$ cat src/rtl/dram_wb_arbiter.sv
// Round-robin two-master Wishbone arbiter (CPU = master 0, DMA = master 1) in front of the
// user-area DRAM slave. It caps DMA bursts while the CPU waits and aborts cycles that never get an ack.
module dram_wb_arbiter #(
  parameter int ADDR_WIDTH = 32,
  parameter int DATA_WIDTH = 32,
  parameter int BURST_MAX  = 16,
  parameter int TIMEOUT    = 255
) (
  input  logic                  wb_clk_i,
  input  logic                  wb_rst_i,
  input  logic                  m0_cyc_i,
  input  logic                  m0_stb_i,
  input  logic                  m0_we_i,
  input  logic [3:0]            m0_sel_i,
  input  logic [ADDR_WIDTH-1:0] m0_adr_i,
  input  logic [DATA_WIDTH-1:0] m0_dat_i,
  output logic                  m0_ack_o,
  output logic                  m0_err_o,
  output logic [DATA_WIDTH-1:0] m0_dat_o,
  input  logic                  m1_cyc_i,
  input  logic                  m1_stb_i,
  input  logic                  m1_we_i,
  input  logic [ADDR_WIDTH-1:0] m1_adr_i,
  input  logic [DATA_WIDTH-1:0] m1_dat_i,
  output logic                  m1_ack_o,
  output logic                  m1_err_o,
  output logic [DATA_WIDTH-1:0] m1_dat_o,
  output logic                  s_cyc_o,
  output logic                  s_stb_o,
  output logic                  s_we_o,
  output logic [3:0]            s_sel_o,
  output logic [ADDR_WIDTH-1:0] s_adr_o,
  output logic [DATA_WIDTH-1:0] s_dat_o,
  input  logic [DATA_WIDTH-1:0] s_dat_i,
  input  logic                  s_ack_i,
  output logic [1:0]            grant_o
);

  localparam int BW = $clog2(BURST_MAX + 1);
  localparam int TW = $clog2(TIMEOUT);

  typedef enum logic [1:0] {IDLE, GNT_CPU, GNT_DMA, ABORT} state_t;

  state_t          state;
  logic            last_owner_dma;
  logic [BW-1:0]   beat_cnt;
  logic [TW-1:0]   to_cnt;

  logic req0, req1, owner_cyc, slv_stb, ack_v, timeout_hit, cap_hit;

  assign req0 = m0_cyc_i & m0_stb_i;
  assign req1 = m1_cyc_i & m1_stb_i;

  // last_owner_dma is updated on grant entry, so it also names the owner while in ABORT
  assign owner_cyc   = last_owner_dma ? m1_cyc_i : m0_cyc_i;
  assign slv_stb     = ((state == GNT_CPU) & req0) | ((state == GNT_DMA) & req1);
  assign ack_v       = slv_stb & s_ack_i;
  assign timeout_hit = slv_stb & ~s_ack_i & (to_cnt == TW'(TIMEOUT - 1));
  assign cap_hit     = (state == GNT_DMA) & ack_v & req0 & (beat_cnt >= BW'(BURST_MAX - 1));

  always_ff @(posedge wb_clk_i or negedge wb_rst_i) begin
    if (!wb_rst_i) begin
      state          <= IDLE;
      last_owner_dma <= 1'b1;
      beat_cnt       <= '0;
      to_cnt         <= '0;
    end else begin
      case (state)
        IDLE: begin
          beat_cnt <= '0;
          to_cnt   <= '0;
          if (req0 && (!req1 || last_owner_dma)) begin
            state          <= GNT_CPU;
            last_owner_dma <= 1'b0;
          end else if (req1) begin
            state          <= GNT_DMA;
            last_owner_dma <= 1'b1;
          end
        end
        GNT_CPU, GNT_DMA: begin
          if (ack_v) begin
            to_cnt <= '0;
            // saturate so an uncapped long burst cannot wrap back below the cap
            if ((state == GNT_DMA) && (beat_cnt != BW'(BURST_MAX)))
              beat_cnt <= beat_cnt + 1'b1;
          end else if (slv_stb) begin
            to_cnt <= to_cnt + 1'b1;
          end
          if (!owner_cyc)
            state <= IDLE;
          else if (timeout_hit)
            state <= ABORT;
          else if (cap_hit)
            state <= IDLE;
        end
        ABORT: begin
          if (!owner_cyc)
            state <= IDLE;
        end
        default: state <= IDLE;
      endcase
    end
  end

  always_comb begin
    s_cyc_o  = 1'b0;
    s_stb_o  = 1'b0;
    s_we_o   = 1'b0;
    s_sel_o  = 4'h0;
    s_adr_o  = '0;
    s_dat_o  = '0;
    m0_ack_o = 1'b0;
    m0_err_o = 1'b0;
    m0_dat_o = '0;
    m1_ack_o = 1'b0;
    m1_err_o = 1'b0;
    m1_dat_o = '0;
    grant_o  = 2'b00;
    case (state)
      GNT_CPU: begin
        s_cyc_o  = m0_cyc_i;
        s_stb_o  = slv_stb;
        s_we_o   = m0_we_i;
        s_sel_o  = m0_sel_i;
        s_adr_o  = m0_adr_i;
        s_dat_o  = m0_dat_i;
        m0_ack_o = ack_v;
        m0_err_o = timeout_hit;
        m0_dat_o = s_dat_i;
        grant_o  = 2'b01;
      end
      GNT_DMA: begin
        s_cyc_o  = m1_cyc_i;
        s_stb_o  = slv_stb;
        s_we_o   = m1_we_i;
        s_sel_o  = 4'hF;
        s_adr_o  = m1_adr_i;
        s_dat_o  = m1_dat_i;
        m1_ack_o = ack_v;
        m1_err_o = timeout_hit;
        m1_dat_o = s_dat_i;
        grant_o  = 2'b10;
      end
      default: ;
    endcase
  end

endmodule

$ cat config.mk
export PLATFORM = sky130hd
export DESIGN_NAME = dram_wb_arbiter
export DESIGN_NICKNAME = d
export VERILOG_FILES = /design/src/rtl/dram_wb_arbiter.sv
export SDC_FILE = /design/constraint.sdc
export NUM_CORES = 1
export LEC_CHECK = 0
export BUFFER_PORTS_ARGS = -buffer_cell sky130_fd_sc_hd__buf_2
export CELL_PAD_IN_SITES_DETAIL_PLACEMENT = 0
export CELL_PAD_IN_SITES_GLOBAL_PLACEMENT = 1
export CORE_AREA = 2 2 122 124
export CTS_BUF_LIST = sky130_fd_sc_hd__clkbuf_8
export DETAILED_ROUTE_END_ITERATION = 8
export DIE_AREA = 0 0 124 126
export HOLD_SLACK_MARGIN = 0.05
export PLACE_DENSITY = 0.81
export SLEW_MARGIN = 10
export SYNTH_ARGS = -nofsm -noshare
export SYNTH_HDL_FRONTEND = slang
export SYNTH_SLANG_ARGS = --single-unit
$ cat constraint.sdc
create_clock -name wb_clk_i -period 2.45 [get_ports wb_clk_i]
set_input_delay 0.3675 -clock wb_clk_i [delete_from_list [all_inputs] [get_ports wb_clk_i]]
set_output_delay 0.3675 -clock wb_clk_i [all_outputs]
set_load 0.03 [all_outputs]
==> flow_summary.ini <==
[status]
status = finished clean

[clock_tree]
cts_tree = done
cts_sinks = 16
htreeDepth = 1
clk_pin_slew_ns = 0.07
clock_latency_ns = 0.25
numCtsBuffers = 3
root_buffer = clkbuf_8
clk_path_buf_depth = 2

[route]
viasPerCell = 4.50
drc = 0
drtPass1Iterations = 4
wl_mm = 13.0
drtAntennaViolNets = 0
via_count = 3799
drt_iter0_markers = 147
wl_per_cell_um = 15.3

[critical_path]
critPathKind = reg -> out
required_ns = 2.08
cp_max_fo = 91
worst-path-stages = 6
ff2ff_path_depth = 8
cp-end-kind = primary output
critPathBufInv = 3
worst_path_max_delay_cell = dfrtp_1
cp.arrival_ns = 1.95
crit_chain = inv_2, ha_4, buf_16, a22oi_1, nor2b_2, buf_2
cp-start-kind = flop
crit_family = buffers and inverters
slowest_delay_ns = 0.44

[timing]
slew_viol_final = 0
tightestPinTransition_ns = 0.547
rsz0062_at_grt = false
layout_min_cycle_time_ns = 2.32
hold_viol_final = 0
max_freq_ghz = 0.431
setup_viol = 0
skew_ns = 0.00582
worst_hold_slack_ns = 0.391
max_slew_margin_pct = 63.4
totalNegativeSetupSlack_ns = 0
period_share_pct = 94.7

[floorplan]
initial_core_util_pct = 18.3
die_area_um2 = 15600
die_w_um = 124
core_um2 = 14300
rows = 44
io_pins = 314
die_h_um = 126

[flow_run]
drv_cap = 0

[global_routing]
grt_max_degree = 92
track_usage_pct = 15.4
grt-ovfl-total = 0
antenna_found_initial = 2
grt_pass1_vias = 3470
grt_pass1_wl_mm = 18.9

[worst_hold_path]
hold_path_class = in -> reg
whs_path_depth = 2

[layout]
synthToLayoutAreaGrowth_pct = 76.8
utilization_pct = 32.4
fill_cells = 1568
final_cell_mix = buf_2 (313), and2_1 (69), a22oi_1 (67), nor2b_1 (44), nor2b_2 (26)
drive_gt1_share_pct = 56.0
finalNetCount = 844
final_common_cell = buf_2

[power]
vdd_drop_max_mv = 0.458
leakage_nw = 2.48
power_density_nw_per_um2 = 1200

[synth]
synthFlopType = dfrtp_1
syn_area_um2 = 2620
synth_seq_cells = 16
syn_nets = 545
avgSynthCellArea_um2 = 7.26
synth_edf_count = 0
ys_seq_area_share_pct = 15.3
ys_types = 43
syn_inst = 361
ys.warnings.count = 0
ys_async_sr_fraction_pct = 100

[placed_design]
port_buffers = 313
dpl.hpwl_mm = 10.5
gp_congestion = 0.812
metrics by stage:
stage | total power, W | setup WS, ns | cell area [um^2] | std cells
6_report | 0.00554 | 0.131 | 4630 | 845
4_1_cts | 0.00555 | 0.0412 | 4620 | 843
2_1_floorplan | 0.00378 | 0.0142 | 2690 | 361
3_3_place_gp | 0.00526 | 0.145 | 4520 | 834
3_5_place_dp | 0.00524 | 0.124 | 4520 | 834
5_1_grt | 0.00595 | 0.00581 | 4630 | 843
Yosys cell counts (all sizes together) (2+ instances only):
cell     n  area [um^2]
nor2b   70          438
and2    69          432
a22oi   67          503
clkbuf  30          113
dfrtp   15          375
nand2   13         48.8
ha      11          138
nor2    10         37.5
nand3    9         57.6
inv      8         30.0
o21ai    7         35.0
nand4    6         43.8
a21oi    5         25.0
buf      5         27.5
nor3     4         20.0
xor2     4         35.0
a211o    3         26.3
a31oi    3         33.8
a22o     2         17.5
mux2     2         22.5
nand2b   2         12.5
worst register-to-register path: cells and delay by family (launching register included):
kind / cells / cell delay [ns]
AO/OA/AOI/OAI: 2 / 0.43
buffers and inverters: 2 / 0.29
flip-flops: 1 / 0.44
AND/OR/NAND/NOR: 3 / 0.86
adder cells (fa/ha/maj): 1 / 0.21
worst paths after layout:
check / startpoint / endpoint / slack, ns
min: m0_stb_i / last_owner_dma$_DFFE_PN1P_ / 0.39
min in group asynchronous: wb_rst_i / beat_cnt[0]$_DFFE_PN0P_ / 0.57
min reg2reg: to_cnt[7]$_DFFE_PN0P_ / to_cnt[7]$_DFFE_PN0P_ / 0.54
max in group asynchronous: wb_rst_i / last_owner_dma$_DFFE_PN1P_ / 1.56
max: state[1]$_DFFE_PN0P_ / s_dat_o[7] / 0.13
max reg2reg: state[1]$_DFFE_PN0P_ / beat_cnt[3]$_DFFE_PN0P_ / 0.15
logic make-up (layout without fill, tap and decap cells):
family | after synthesis | after routing | synth area share [%]
other cells | 0 | 2 | 0
xor+xnor | 5 | 5 | 1.67
flops | 16 | 16 | 15.3
simple gates | 189 | 189 | 43.4
mux | 2 | 2 | 0.859
compound gates | 95 | 95 | 27.0
buf+inv | 43 | 341 | 6.49
fa+ha+maj | 11 | 11 | 5.25
per-layer routing:
layer	track usage [%]	vias to the layer above	part of all wire, %
met5	0	-	0.10
met4	2.64	2	0.90
met3	2.99	10	7.8
met2	26.9	180	49
met1	19.8	1740	42
li1	-	1867	-
state kept, by name, indices dropped and copies added, names as in the netlist:
name and cells:
to_cnt 8, beat_cnt 5, state 2, last_owner_dma 1
timing repair:
| action | CTS | global route |
|---|---|---|
| pin swaps | 1 | 0 |
| endpoints found under the setup margin | 3 | 73 |
| hold buffers | 1 | 0 |
| endpoints found under the hold margin | 5 | 0 |
| setup buffers | 4 | 0 |
| gates resized for setup | 1 | 3 |
layout make-up:
| cell class | instances | area (um^2) | area share [%] |
|---|---|---|---|
| antenna | 2 | 5.00 | 0.108 |
| clock buffer | 4 | 55.1 | 1.19 |
| inverter | 8 | 30.0 | 0.648 |
| multi-input combinational | 302 | 2150 | 46.4 |
| sequential | 16 | 402 | 8.67 |
| tap | 184 | 230 | 4.97 |
| timing repair buffer | 329 | 1760 | 38.0 |
report_power, final:
group	leakage, nW	internal [W]	switching, W
clock network	0.0288	0.000143	0.000100
logic	2.23	0.00183	0.00309
registers	0.216	0.000316	0.0000613
total	2.48	0.00229	0.00325
Note: power is estimated with default switching activity, not from simulation.
